$ cat src/rtl/uart_pkg.sv
// Shared constants, FSM state type and baud divisor helper for the oversampled UART receiver.
package uart_pkg;

   localparam int unsigned PARITY_NONE = 0;
   localparam int unsigned PARITY_ODD  = 1;
   localparam int unsigned PARITY_EVEN = 2;

   typedef enum logic [2:0] {
      StIdle,
      StStart,
      StData,
      StParity,
      StStop,
      StBreak
   } rx_state_e;

   // Rounded clocks per oversampling tick.
   function automatic int unsigned uart_divisor(input int unsigned clock_hz,
                                                input int unsigned baud,
                                                input int unsigned oversample);
      int unsigned den;
      den = baud * oversample;
      return (clock_hz + den / 2) / den;
   endfunction

endpackage

$ cat src/rtl/uart_rx_fifo.sv
// Synchronous first-word fall-through FIFO; a push into a full FIFO succeeds only alongside a pop.
module uart_rx_fifo #(
   parameter int unsigned WIDTH = 8,
   parameter int unsigned DEPTH = 16
) (
   input  logic                     clk,
   input  logic                     reset,
   input  logic                     push,
   input  logic [WIDTH-1:0]         push_data,
   input  logic                     pop,
   output logic [WIDTH-1:0]         head,
   output logic [$clog2(DEPTH):0]   count,
   output logic                     full,
   output logic                     empty
);

   localparam int unsigned AW = $clog2(DEPTH);

   logic [WIDTH-1:0] mem [DEPTH];
   logic [AW-1:0]    rd_ptr_q, wr_ptr_q;
   logic [AW:0]      count_q;
   logic             do_pop, do_push;

   assign empty   = (count_q == '0);
   assign full    = (count_q == (AW + 1)'(DEPTH));
   assign do_pop  = pop & ~empty;
   assign do_push = push & (~full | do_pop);
   assign count   = count_q;
   // Head reads as zero while empty so the output is clean after reset.
   assign head    = empty ? '0 : mem[rd_ptr_q];

   always_ff @(posedge clk) begin
      if (reset) begin
         rd_ptr_q <= '0;
         wr_ptr_q <= '0;
         count_q  <= '0;
      end else begin
         if (do_push) wr_ptr_q <= wr_ptr_q + 1'b1;
         if (do_pop)  rd_ptr_q <= rd_ptr_q + 1'b1;
         if (do_push && !do_pop)      count_q <= count_q + 1'b1;
         else if (!do_push && do_pop) count_q <= count_q - 1'b1;
      end
   end

   always_ff @(posedge clk) begin
      if (do_push) mem[wr_ptr_q] <= push_data;
   end

endmodule

$ cat src/rtl/uart_rx_oversampled.sv
// Oversampling UART receiver with majority vote, parity/stop checks, receive FIFO and cts.
// Optional break detection is enabled by defining UART_RX_BREAK_DETECT_EN.
module uart_rx_oversampled
   import uart_pkg::*;
#(
   parameter int unsigned CLOCK_HZ   = 12_000_000,
   parameter int unsigned BAUD       = 115_200,
   parameter int unsigned OVERSAMPLE = 8,
   parameter int unsigned DATA_BITS  = 8,
   parameter int unsigned PARITY     = 0,
   parameter int unsigned STOP_BITS  = 1,
   parameter int unsigned FIFO_DEPTH = 16,
   parameter int unsigned CTS_MARGIN = 4
) (
   input  logic                          clock_12mhz,
   input  logic                          reset,
   input  logic                          rx,
   output logic                          cts,
   output logic [DATA_BITS-1:0]          rx_data,
   output logic                          rx_data_ready,
   input  logic                          rx_data_ack,
   output logic [$clog2(FIFO_DEPTH):0]   rx_fifo_count,
   output logic                          framing_error,
   output logic                          parity_error,
   output logic                          overrun,
   output logic                          break_detected
);

   localparam int unsigned DIV = uart_divisor(CLOCK_HZ, BAUD, OVERSAMPLE);
   localparam int unsigned TW  = $clog2(DIV + 1);
   localparam int unsigned SW  = $clog2(OVERSAMPLE);
   localparam int unsigned CW  = 4;

   logic rx_meta_q, rx_sync_q, rx_prev_q;
   logic [TW-1:0] tick_cnt_q;
   logic [SW-1:0] sub_q;
   logic tick, start_edge, vote_evt, vote;
   logic samp0_q, samp1_q;

   rx_state_e state_q, state_d;
   logic [CW-1:0] bit_cnt_q;
   logic [DATA_BITS-1:0] data_q;
   logic par_q, zero_q, stop_bad_q;
   logic last_data, last_stop;

   logic frame_end, stop_bad, par_bad, brk_hit, push_d, fe_d, pe_d;
   logic push_q, fe_q, pe_q, brk_q, overrun_q, cts_q;

   logic fifo_full, fifo_empty;

   always_ff @(posedge clock_12mhz) begin
      if (reset) begin
         rx_meta_q <= 1'b1;
         rx_sync_q <= 1'b1;
         rx_prev_q <= 1'b1;
      end else begin
         rx_meta_q <= rx;
         rx_sync_q <= rx_meta_q;
         rx_prev_q <= rx_sync_q;
      end
   end

   assign start_edge = (state_q == StIdle) & rx_prev_q & ~rx_sync_q;
   assign tick       = (tick_cnt_q == TW'(DIV - 1));

   // Counters restart on the start edge so subtick 0 lines up with the bit boundary.
   always_ff @(posedge clock_12mhz) begin
      if (reset || start_edge) begin
         tick_cnt_q <= '0;
         sub_q      <= '0;
      end else if (tick) begin
         tick_cnt_q <= '0;
         sub_q      <= (sub_q == SW'(OVERSAMPLE - 1)) ? '0 : sub_q + 1'b1;
      end else begin
         tick_cnt_q <= tick_cnt_q + 1'b1;
      end
   end

   // Samples taken as the subtick becomes OVERSAMPLE/2-1, /2 and /2+1.
   always_ff @(posedge clock_12mhz) begin
      if (reset) begin
         samp0_q <= 1'b1;
         samp1_q <= 1'b1;
      end else if (tick) begin
         if (sub_q == SW'(OVERSAMPLE / 2 - 2)) samp0_q <= rx_sync_q;
         if (sub_q == SW'(OVERSAMPLE / 2 - 1)) samp1_q <= rx_sync_q;
      end
   end

   assign vote_evt  = tick & (sub_q == SW'(OVERSAMPLE / 2));
   assign vote      = (samp0_q & samp1_q) | (samp0_q & rx_sync_q) | (samp1_q & rx_sync_q);
   assign last_data = (bit_cnt_q == CW'(DATA_BITS - 1));
   assign last_stop = (bit_cnt_q == CW'(STOP_BITS - 1));

   always_ff @(posedge clock_12mhz) begin
      if (reset) state_q <= StIdle;
      else       state_q <= state_d;
   end

   always_comb begin
      state_d = state_q;
      case (state_q)
         StIdle:   if (start_edge) state_d = StStart;
         StStart:  if (vote_evt) state_d = vote ? StIdle : StData;
         StData:   if (vote_evt && last_data) begin
            state_d = (PARITY == PARITY_NONE) ? StStop : StParity;
         end
         StParity: if (vote_evt) state_d = StStop;
         StStop:   if (vote_evt && last_stop) state_d = brk_hit ? StBreak : StIdle;
`ifdef UART_RX_BREAK_DETECT_EN
         StBreak:  if (rx_sync_q) state_d = StIdle;
`endif
         default:  state_d = StIdle;
      endcase
   end

   always_comb begin
      frame_end = (state_q == StStop) & vote_evt & last_stop;
      stop_bad  = stop_bad_q | ~vote;
      par_bad   = 1'b0;
      if (PARITY == PARITY_ODD)  par_bad = ~(^data_q ^ par_q);
      if (PARITY == PARITY_EVEN) par_bad = ^data_q ^ par_q;
`ifdef UART_RX_BREAK_DETECT_EN
      brk_hit   = frame_end & zero_q & ~vote;
`else
      brk_hit   = 1'b0;
`endif
      push_d    = frame_end & ~stop_bad & ~par_bad;
      fe_d      = frame_end & stop_bad & ~brk_hit;
      pe_d      = frame_end & par_bad & ~brk_hit;
   end

   always_ff @(posedge clock_12mhz) begin
      if (reset) begin
         bit_cnt_q  <= '0;
         data_q     <= '0;
         par_q      <= 1'b0;
         zero_q     <= 1'b0;
         stop_bad_q <= 1'b0;
         push_q     <= 1'b0;
         fe_q       <= 1'b0;
         pe_q       <= 1'b0;
         brk_q      <= 1'b0;
         overrun_q  <= 1'b0;
         cts_q      <= 1'b0;
      end else begin
         push_q    <= push_d;
         fe_q      <= fe_d;
         pe_q      <= pe_d;
         brk_q     <= brk_hit;
         overrun_q <= push_q & fifo_full & ~(rx_data_ack & ~fifo_empty);
         cts_q     <= (FIFO_DEPTH - 32'(rx_fifo_count)) >= CTS_MARGIN;
         if (start_edge) begin
            bit_cnt_q  <= '0;
            zero_q     <= 1'b1;
            stop_bad_q <= 1'b0;
         end else if (vote_evt) begin
            zero_q <= zero_q & ~vote;
            case (state_q)
               StData: begin
                  data_q    <= {vote, data_q[DATA_BITS-1:1]};
                  bit_cnt_q <= last_data ? '0 : bit_cnt_q + 1'b1;
               end
               StParity: par_q <= vote;
               StStop: begin
                  stop_bad_q <= stop_bad;
                  bit_cnt_q  <= bit_cnt_q + 1'b1;
               end
               default: ;
            endcase
         end
      end
   end

   uart_rx_fifo #(
      .WIDTH (DATA_BITS),
      .DEPTH (FIFO_DEPTH)
   ) u_fifo (
      .clk       (clock_12mhz),
      .reset     (reset),
      .push      (push_q),
      .push_data (data_q),
      .pop       (rx_data_ack),
      .head      (rx_data),
      .count     (rx_fifo_count),
      .full      (fifo_full),
      .empty     (fifo_empty)
   );

   assign rx_data_ready  = ~fifo_empty;
   assign cts            = cts_q;
   assign framing_error  = fe_q;
   assign parity_error   = pe_q;
   assign overrun        = overrun_q;
   assign break_detected = brk_q;

endmodule

$ cat config.mk
export PLATFORM = sky130hd
export DESIGN_NAME = uart_rx_oversampled
export DESIGN_NICKNAME = d
export VERILOG_FILES = /design/src/rtl/uart_pkg.sv /design/src/rtl/uart_rx_fifo.sv /design/src/rtl/uart_rx_oversampled.sv
export SDC_FILE = /design/constraint.sdc
export NUM_CORES = 1
export LEC_CHECK = 0
export ABC_AREA = 1
export ABC_CLOCK_PERIOD_IN_PS = 6310
export BUFFER_PORTS_ARGS = -buffer_cell sky130_fd_sc_hd__buf_2
export CAP_MARGIN = 5
export CORE_MARGIN = 3
export CORE_UTILIZATION = 25
export DETAILED_ROUTE_END_ITERATION = 7
export PLACE_DENSITY = 0.38
export SLEW_MARGIN = 20
export SYNTH_ARGS = -nofsm -noshare
export SYNTH_HDL_FRONTEND = slang
export SYNTH_HIERARCHICAL = 1
export SYNTH_SLANG_ARGS = --single-unit
$ cat constraint.sdc
create_clock -name clock_12mhz -period 6.31 [get_ports clock_12mhz]
set_input_delay 1.5775 -clock clock_12mhz [delete_from_list [all_inputs] [get_ports clock_12mhz]]
set_output_delay 1.5775 -clock clock_12mhz [all_outputs]
set_load 0.02 [all_outputs]
==> metrics list <==
* Status: finished, final reports clean
* Effective utilization at floorplan: 0.254
- The number of global-route vias before repair is 4831.
- Share of the clock period used by the worst path: 0.709
* Synth cell types: 36
- At the pin with the least slew margin, the transition time is 1.01 ns.
* Switching Fraction: 0.241
- Inserted Diodes: 0
- The floorplan has 63 rows.
- The share of synthesized area in the top cell type comes to 0.507.
- Hold is met by 0.410 ns.
* Initial antenna violation count: 0
- Final cell utilization of the core: 0.289
- Global-route wire length before repair: 28.4 mm
- Cell Int Power: 1.79 mW
* Width of the die: 180 µm
- Dividing the synthesized area by the synthesized cell count gives 10.2 µm².
- Post-layout net count: 783
- Synth Warn #: 6
* Logic pwr share: 0.031
- Across every metal layer, demand over resource in global routing totals 0.113.
- Top cells by area in the synthesized netlist: sky130_fd_sc_hd__edfxtp_1 (51%), sky130_fd_sc_hd__dfxtp_1 (13%), sky130_fd_sc_hd__nand2_1 (11%)
- Global placer's final weighted congestion: 0.721
* Total power of the final layout: 2.36 mW
* Sink Count: 177
- The mapped netlist covers 7580 µm².
- For this run, design rule violations remaining after detail routing come to 0.
- H-tree level count: 4
- Root buffer cell: sky130_fd_sc_hd__clkbuf_16
- In the final layout, the multi-input gates occupy 2390 µm².
- Number of endpoints failing setup at the final stage: 0
* Max frequency: 0.223 GHz
* CTS resizes: 0
- The worst setup path is captured at an output pin.
* Portion of total power attributed to sequential cells: 0.527
* Total Routed Length: 18.1 mm
* Maximum fanout encountered on the critical timing path: 65
- Entering global routing, the biggest net connects 66 pins.
- Counting the fill cells in the layout gives 3132.
* Leftover overflow at the end of global routing: 0
* Number of CTS-inserted buffers: 17
* Worst VDD drop: 160 µV
- Using the TritonRoute via totals, the vias-per-cell ratio works out to 4.32.
- The clock period could shrink to 4.48 ns.
- Clock network latency to the later pin of the worst-skew pair: 0.43 ns
* Most used flip-flop cell after synthesis: sky130_fd_sc_hd__edfxtp_1
- Startpoint types: register
- For this block, the initial DRC count from the detailed router was 378.
- For this design the ratio of total power to cell area is 274 nW/µm².
- Fraction of layout cells with a size suffix above 1: 0.101
* Number of failing hold endpoints at the final stage: 0
- Sw Pwr: 0.568 mW
- Fraction of power consumed by the clock network: 0.442
- Final Max Slew Viols: 0
* TritonCTS clock tree: yes
* Arrival time of data at the critical path endpoint: 2.90 ns
- The synthesized design spends more area on one cell type than any other, namely sky130_fd_sc_hd__edfxtp_1.
- Sum Neg Setup Slack: 0 ns
- Sequential element share of the synthesized area: 0.637
* IO Count: 23
- In this run, synthesis produced a sequential element count of 177.
* Count of buffers from port buffering: 20
- The floorplan step defined a die boundary enclosing 32400 µm².
- Relative to the synthesized area, the layout overhead comes to 13.6%.
* Max-Cap Viols: 0
- Post-synthesis cell count: 742
* Category of the most critical setup path: register to output pin
- Post-route clock skew: 0.0177 ns
* Die height: 180 µm
- Worst-case clock buffer depth: 2
* Clock slew at the register clock pins of the worst setup and hold paths: 0.07 ns
* DR pass1 iterations: 5
- Area taken by flip-flops and latches: 4830 µm²
* HPWL reported at the end of detailed placement: 11.4 mm
- RSZ-0062 raised after global routing: false
- Post-CTS setup buffer count: 0
* Hold-fix buffers at CTS: 0
- Counting flops with a built-in enable in the synthesized netlist gives 128.
- In the synthesized netlist the async set-or-reset flop fraction comes to 0.
* Worst min-delay path category: register to register
* Required @ worst endpoint: 4.73 ns
- Vias: 5021
- Standby leakage power: 3.16 nW
- The core region is 29800 µm².
- Number of nets with antenna violations after routing: 0
* Detail-routed net length per standard cell: 15.6 µm
* Headroom to the max-slew limit: 0.321
## state kept, by name (all words and copies together) (netlist names), 3 cells and up, named ones only
register,count
sub_q,3
tick_cnt_q,4
u_fifo/count,5
state_q,3
bit_cnt_q,4
u_fifo/rd_ptr_q,4
u_fifo/wr_ptr_q,4
data_q,8
u_fifo/mem,128
## stage by stage
step | std cells | cell area [µm²] | setup slack (ns)
detailed placement | 1131 | 8020 | 2.25
finish | 1163 | 8610 | 1.83
global placement | 1131 | 8020 | 2.22
global route | 1163 | 8610 | 1.53
CTS | 1163 | 8610 | 1.77
floorplan | 743 | 7580 | 3.10
## final timing paths
path	from	endpoint	slack, ns	cells past startpoint
hold / removal	rx_meta_q$_SDFF_PP1_	rx_sync_q$_SDFF_PP1_	0.41	1
setup reg to reg	u_fifo/count[2]$_SDFFE_PP0P_	u_fifo/count[3]$_SDFFE_PP0P_	3.81	12
setup / recovery	register	rx_data[7]	1.83	10
hold reg to reg	rx_meta_q$_SDFF_PP1_	rx_sync_q$_SDFF_PP1_	0.41	1
## cell families after synthesis
kind of cell / count (synthesis) / share of synthesized area
AO/OA/AOI/OAI: 48 / 0.0320
XOR/XNOR: 9 / 0.0104
adder cells (fa/ha/maj): 19 / 0.0324
buffers and inverters: 74 / 0.0489
flip-flops: 177 / 0.637
other: 1 / 0.000495
AND/OR/NAND/NOR: 414 / 0.239
## power by group through the flow
| stage | Clock, mW | Combinational [mW] | Sequential (mW) |
|---|---|---|---|
| global route | 1.12 | 0.0849 | 1.25 |
| detailed placement | 0 | 0.0744 | 1.27 |
| finish | 1.04 | 0.0737 | 1.24 |
| floorplan | 0 | 0.0610 | 1.27 |
| global placement | 0 | 0.0741 | 1.27 |
| CTS | 1.08 | 0.0744 | 1.24 |
## cells in the mapped netlist, types with 3 or more instances
cell type,number
sky130_fd_sc_hd__nand2_2,3
sky130_fd_sc_hd__o21ai_0,17
sky130_fd_sc_hd__dfxtp_1,49
sky130_fd_sc_hd__inv_1,44
sky130_fd_sc_hd__buf_2,10
sky130_fd_sc_hd__nor2_1,58
sky130_fd_sc_hd__edfxtp_1,128
sky130_fd_sc_hd__nor3_1,3
sky130_fd_sc_hd__clkbuf_1,3
sky130_fd_sc_hd__buf_6,7
sky130_fd_sc_hd__xor2_1,7
sky130_fd_sc_hd__buf_4,7
sky130_fd_sc_hd__nand4_1,6
sky130_fd_sc_hd__nor2_2,3
sky130_fd_sc_hd__ha_1,18
sky130_fd_sc_hd__a21oi_1,28
sky130_fd_sc_hd__or2_2,5
sky130_fd_sc_hd__nand3_1,112
sky130_fd_sc_hd__nand2_1,214
## worst max-delay path, cell delays in order, from the launching register on
cell and delay [ns]:
sky130_fd_sc_hd__dfxtp_2 0.31, sky130_fd_sc_hd__buf_4 0.34, sky130_fd_sc_hd__inv_2 0.56, sky130_fd_sc_hd__buf_4 0.44, sky130_fd_sc_hd__nand2_1 0.09, sky130_fd_sc_hd__nand3_1 0.08, sky130_fd_sc_hd__nand3_1 0.07, sky130_fd_sc_hd__nand2_1 0.09
sky130_fd_sc_hd__nand2_1 0.05, sky130_fd_sc_hd__a21oi_1 0.21, sky130_fd_sc_hd__buf_2 0.21
## routing by layer
layer  track usage  part of all wire
met2         0.168              0.44
met3        0.0240             0.035
met4        0.0335             0.011
met1         0.166              0.51
met5             0                 0
## layout make-up
| type | count | area share |
|---|---|---|
| well taps | 390 | 0.0567 |
| repair buffers | 25 | 0.0160 |
| inverters | 47 | 0.0206 |
| flip-flops and latches | 177 | 0.560 |
| multi-input cells | 492 | 0.277 |
| clock inverters | 15 | 0.0196 |
| clock buffers | 17 | 0.0494 |
## placed cells by master (no fill, tap or decap), types with 3 or more instances in the layout
master,Yosys,final
sky130_fd_sc_hd__a21oi_1,28,28
sky130_fd_sc_hd__clkinv_8,0,5
sky130_fd_sc_hd__nor3_1,3,3
sky130_fd_sc_hd__xor2_1,7,7
sky130_fd_sc_hd__clkbuf_16,0,17
sky130_fd_sc_hd__dfxtp_1,49,48
sky130_fd_sc_hd__inv_6,0,4
sky130_fd_sc_hd__nand2_2,3,3
sky130_fd_sc_hd__o21ai_0,17,17
sky130_fd_sc_hd__nor2_2,3,3
sky130_fd_sc_hd__ha_1,18,18
sky130_fd_sc_hd__buf_2,10,20
sky130_fd_sc_hd__inv_1,44,44
sky130_fd_sc_hd__nand3_1,112,112
sky130_fd_sc_hd__nand2_1,214,214
sky130_fd_sc_hd__nand4_1,6,6
sky130_fd_sc_hd__buf_4,7,5
sky130_fd_sc_hd__edfxtp_1,128,128
sky130_fd_sc_hd__nor2_1,58,58
sky130_fd_sc_hd__or2_2,5,5
(Power assumes the default switching activity.)
